--- src/rtl/mem_port_arbiter.sv ---
// Two-port memory request arbiter in front of a single mem-to-AXI bridge.
// One transaction in flight at a time: a winner is picked in IDLE, its
// payload is latched and presented downstream until the bridge grants.
// Completion pulses are routed back combinationally to the owning port.
module mem_port_arbiter #(
    parameter int ADDR_WIDTH = 32,
    parameter int DATA_WIDTH = 32,
    parameter int BE_WIDTH   = 4,
    parameter int FIXED_PRIO = 0
) (
    input  logic                  clk_i,
    input  logic                  reset_i,

    input  logic                  s0_req_i,
    input  logic [ADDR_WIDTH-1:0] s0_addr_i,
    input  logic                  s0_we_i,
    input  logic [BE_WIDTH-1:0]   s0_be_i,
    input  logic [DATA_WIDTH-1:0] s0_wdata_i,
    output logic                  s0_gnt_o,
    output logic                  s0_rvalid_o,
    output logic [DATA_WIDTH-1:0] s0_rdata_o,

    input  logic                  s1_req_i,
    input  logic [ADDR_WIDTH-1:0] s1_addr_i,
    input  logic                  s1_we_i,
    input  logic [BE_WIDTH-1:0]   s1_be_i,
    input  logic [DATA_WIDTH-1:0] s1_wdata_i,
    output logic                  s1_gnt_o,
    output logic                  s1_rvalid_o,
    output logic [DATA_WIDTH-1:0] s1_rdata_o,

    output logic                  dn_req_o,
    output logic [ADDR_WIDTH-1:0] dn_addr_o,
    output logic                  dn_we_o,
    output logic [BE_WIDTH-1:0]   dn_be_o,
    output logic [DATA_WIDTH-1:0] dn_wdata_o,
    input  logic                  dn_gnt_i,
    input  logic                  dn_rvalid_i,
    input  logic [DATA_WIDTH-1:0] dn_rdata_i,

    output logic                  busy_o,
    output logic                  owner_o
);

    typedef enum logic {IDLE = 1'b0, ISSUE = 1'b1} state_t;

    state_t state_q, state_d;
    logic   owner_q;
    logic   last_grant_q;
    logic   winner;
    logic   load;
    logic   done;

    logic [ADDR_WIDTH-1:0] addr_q;
    logic                  we_q;
    logic [BE_WIDTH-1:0]   be_q;
    logic [DATA_WIDTH-1:0] wdata_q;

    // Winner selection; only meaningful when at least one port requests.
    // Round-robin favours the port that did not complete last.
    always_comb begin
        winner = 1'b0;
        if (FIXED_PRIO != 0)
            winner = ~s0_req_i;
        else if (s0_req_i && s1_req_i)
            winner = ~last_grant_q;
        else
            winner = s1_req_i;
    end

    // State register.
    always_ff @(posedge clk_i or posedge reset_i) begin
        if (reset_i) state_q <= IDLE;
        else         state_q <= state_d;
    end

    // Next-state logic; grants seen in IDLE fall through untouched.
    always_comb begin
        state_d = state_q;
        load    = 1'b0;
        done    = 1'b0;
        case (state_q)
            IDLE: begin
                if (s0_req_i || s1_req_i) begin
                    state_d = ISSUE;
                    load    = 1'b1;
                end
            end
            ISSUE: begin
                if (dn_gnt_i) begin
                    state_d = IDLE;
                    done    = 1'b1;
                end
            end
            default: state_d = IDLE;
        endcase
    end

    // Payload and owner latch at arbitration; held constant through ISSUE.
    always_ff @(posedge clk_i or posedge reset_i) begin
        if (reset_i) begin
            addr_q  <= '0;
            we_q    <= 1'b0;
            be_q    <= '0;
            wdata_q <= '0;
            owner_q <= 1'b0;
        end else if (load) begin
            addr_q  <= winner ? s1_addr_i  : s0_addr_i;
            we_q    <= winner ? s1_we_i    : s0_we_i;
            be_q    <= winner ? s1_be_i    : s0_be_i;
            wdata_q <= winner ? s1_wdata_i : s0_wdata_i;
            owner_q <= winner;
        end
    end

    // Remember who completed last, for round-robin fairness.
    always_ff @(posedge clk_i or posedge reset_i) begin
        if (reset_i)   last_grant_q <= 1'b1;
        else if (done) last_grant_q <= owner_q;
    end

    assign dn_req_o   = (state_q == ISSUE);
    assign busy_o     = (state_q == ISSUE);
    assign owner_o    = owner_q;
    assign dn_addr_o  = addr_q;
    assign dn_we_o    = we_q;
    assign dn_be_o    = be_q;
    assign dn_wdata_o = wdata_q;

    assign s0_gnt_o    = dn_gnt_i    && (state_q == ISSUE) && !owner_q;
    assign s1_gnt_o    = dn_gnt_i    && (state_q == ISSUE) &&  owner_q;
    assign s0_rvalid_o = dn_rvalid_i && (state_q == ISSUE) && !owner_q;
    assign s1_rvalid_o = dn_rvalid_i && (state_q == ISSUE) &&  owner_q;
    assign s0_rdata_o  = dn_rdata_i;
    assign s1_rdata_o  = dn_rdata_i;

endmodule

--- config.mk ---
export PLATFORM = sky130hd
export DESIGN_NAME = mem_port_arbiter
export DESIGN_NICKNAME = d
export VERILOG_FILES = /design/src/rtl/mem_port_arbiter.sv
export SDC_FILE = /design/constraint.sdc
export NUM_CORES = 1
export LEC_CHECK = 0
export ABC_AREA = 1
export BUFFER_PORTS_ARGS = -buffer_cell sky130_fd_sc_hd__buf_2
export CAP_MARGIN = 10
export CORE_ASPECT_RATIO = 1.5
export CORE_MARGIN = 4
export CORE_UTILIZATION = 33
export DETAILED_ROUTE_END_ITERATION = 8
export MAX_ROUTING_LAYER = met4
export PLACE_DENSITY = 0.72
export SETUP_SLACK_MARGIN = 0.5
export SKIP_CTS_REPAIR_TIMING = 1
export SLEW_MARGIN = 10
export SYNTH_ARGS = -nofsm -noshare
export SYNTH_HDL_FRONTEND = slang
export SYNTH_SLANG_ARGS = --single-unit
--- constraint.sdc ---
create_clock -name clk_i -period 2.43 [get_ports clk_i]
set_input_delay 0.486 -clock clk_i [delete_from_list [all_inputs] [get_ports clk_i]]
set_output_delay 0.486 -clock clk_i [all_outputs]
set_load 0.05 [all_outputs]
==> metrics.csv <==
stage;metric;value;unit
clocking;clock edge transition at the registers on the reported setup and hold paths;0.06;ns
routing;via/cell ratio;4.57;
clocking;CTS tree;yes;
run;Max Cap Violations;0;
sta;max_slew headroom;0.393;
placed_design;Final HPWL DP;10.1;mm
logic_synthesis;top area cells in the synthesized netlist;dfrtp_1 39%, nand2_1 18%, nand3_1 15%;
logic_synthesis;count of different cell masters after synthesis;13;
sta;Fin. Hold Viols;0;
critical_path;CP Capture Type;output port;
die;Vert. Die Dim;152;microns
sta;Max Fclk;512;MHz
sta;final-report setup violation count;0;
routing;Pre-Repair DR Iteration Count;5;
logic_synthesis;number of synthesis warnings;0;
critical_path;CP Max Fanout;6;
critical_path;Worst path max stage delay;0.45;ns
power_and_ir_drop;Pleak;3.62;nW
sta;Final WS setup;0.478;ns
global_routing;largest net degree at the start of global routing;73;
global_routing;GRT Util Overall;0.175;
critical_path;reg2reg start;busy_o$_DFF_PP0_;
logic_synthesis;register area share after synthesis;0.397;
layout;Non-Filler Instances;982;
layout;nets@finish;988;
routing;initial DRC count;177;
critical_path;R2R cell count;4;
clocking;Clock Sinks;72;
critical_path;Crit Path Class;register to output port;
layout;multi-input logic area;1570;sq um
logic_synthesis;EDFF count, synth;0;
routing;routed len/inst;13.9;microns
global_routing;vias in the first global route;4361;
status;outcome;complete, no violations;
routing;WL final;13.7;mm
die;Initial Utilization;0.337;
die;Die X;104;microns
critical_path;worst reg2reg path endpoint;dn_addr_o[15]$_DFFE_PP0P_;
routing;# DRC;0;
layout;Sequential cell area;1800;sq um
clocking;CTS Root Cell;clkbuf_16;
critical_path;Startpoint Class;register;
placed_design;DP Worst Slack;0.291;ns
critical_path;CP delay by family, top;flip-flops;
logic_synthesis;most frequent cells after synthesis;212 x nand2_1, 142 x inv_1, 138 x nand3_1;
logic_synthesis;Seq cells post-synth;72;
die;die area;15700;sq um
layout;fillers;1461;
sta;Pins Over Slew Limit;0;
placed_design;IO Port Bufs;219;
clocking;total CTS buffers;9;
clocking;worst skew pair latency;0.33;ns
critical_path;Critical Path RT;1.94;ns
clocking;CTS H-Tree Depth;3;
logic_synthesis;Mapped Cells;675;
sta;period utilization;0.803;
critical_path;r2r setup slk;0.50;ns
die;Boundary Pins;316;
logic_synthesis;Yosys top cell area share;0.392;
clocking;Max clock buf depth;2;
critical_path;CP max stage cell;dfrtp_2;
power_and_ir_drop;Tot Pwr;0.00719;W
placed_design;Placed Cells;963;
logic_synthesis;top_reg_cell synth;dfrtp_1;
logic_synthesis;syn avg cell area;6.72;sq um
worst_hold_path;worst hold path type;input pin to async pin;
routing;DR vias;4489;
power_and_ir_drop;Power Density;1270;nW/um^2
sta;worst hold slack;0.263;ns
critical_path;Bufs and invs on worst path;2;
routing;Antenna Nets Post-Route;0;
global_routing;first-pass GRT wire length;21.3;mm
layout;area grow syn2layout;24.5;%
global_routing;Overflow after GRT;0;
logic_synthesis;cell with the most instances after synthesis;nand2_1;
logic_synthesis;synthesized net count;851;
die;row cnt;52;
global_routing;number of antenna violations at the first check in global routing;1;
placed_design;gpl congestion;0.854;
sta;setup_tns;0;ns
sta;Worst-Margin Slew;0.908;ns
critical_path;worst path cell trace;inv_1 > nor3_2 > buf_4;
critical_path;CP startpoint;busy_o$_DFF_PP0_;
critical_path;WP data arrival;1.47;ns
layout;share of cells above drive strength 1;0.311;
sta;Worst Skew;0.00892;ns
logic_synthesis;leading area contributor after synthesis;dfrtp_1;
power_and_ir_drop;Peak supply drop;0.551;mV
sta;unrepaired setup endpoints after global routing;true;
die;CORE AREA;13500;sq um
sta;minimum clock period;1.95;ns
logic_synthesis;FFs w/ async S/R, synth;1.00;
logic_synthesis;Post-Syn Area;4540;sq um
==> metrics by stage <==
step,cell area (sq um),util
after CTS,5640,0.418
after global placement,5290,0.393
final,5650,0.419
after global routing,5640,0.419
after floorplan,4560,-
after detailed placement,5290,0.393
==> layout make-up <==
type / instances / area share
tap: 162 / 0.0359
timing repair buffer: 227 / 0.210
clock inverter: 4 / 0.0133
inverter: 142 / 0.0950
multi-input combinational: 360 / 0.278
clock buffer: 12 / 0.0472
antenna: 3 / 0.00133
sequential: 72 / 0.319
==> worst max-delay path by stage <==
stage | to | slack, ns | depth (start not counted)
after CTS | s0_rvalid_o | 0.26 | 3
after detailed placement | dn_addr_o[10]$_DFFE_PP0P_ | 0.29 | 6
final | s0_rvalid_o | 0.48 | 3
after global routing | dn_addr_o[15]$_DFFE_PP0P_ | 0.35 | 4
after floorplan | s1_rvalid_o | 0.36 | 2
after global placement | dn_addr_o[30]$_DFFE_PP0P_ | 0.32 | 6
==> worst reg2reg max path: cells and delay by family (launching register included) <==
kind,cells,cell delay [ns]
buffers and inverters,1,0.48
and+or+nand+nor,3,0.93
DFF,1,0.46
==> power breakdown <==
part / switching, W / total [W] / internal [W]
clock network: 0.000497 / 0.00148 / 0.000983
registers: 0.000276 / 0.00199 / 0.00171
logic: 0.00290 / 0.00372 / 0.000818
==> registers in the layout, summed over array words and instances (netlist names) <==
signal and flops:
dn_we_o 1, owner_o 1, dn_wdata_o 32, busy_o 1, dn_be_o 4, dn_addr_o 32
last_grant_q 1
==> cell usage in the layout (no fill, tap or decap), types with 3 or more instances in the layout <==
cell	netlist	final
buf_2	23	217
buf_4	68	8
clkbuf_16	0	9
clkbuf_8	0	3
clkinvlp_4	0	3
dfrtp_1	71	70
diode_2	0	3
inv_1	142	141
nand2_1	212	210
nand3_1	138	138
o21ai_0	3	3
==> logic make-up after synthesis <==
kind of cell           synth area share
buffers and inverters             0.264
flip-flops                        0.397
AO/OA/AOI/OAI                   0.00524
AND/OR/NAND/NOR                   0.334
==> per-layer routing <==
layer,share of wire,wire length (microns),up-vias,GRT usage
met5,0,0,-,-
met1,0.36,4880,2013,0.180
met2,0.51,7020,173,0.301
met4,0.063,861,0,0.120
met3,0.065,891,87,0.0369
li1,-,-,2216,-
No activity file was read; power rests on OpenSTA's default activity.
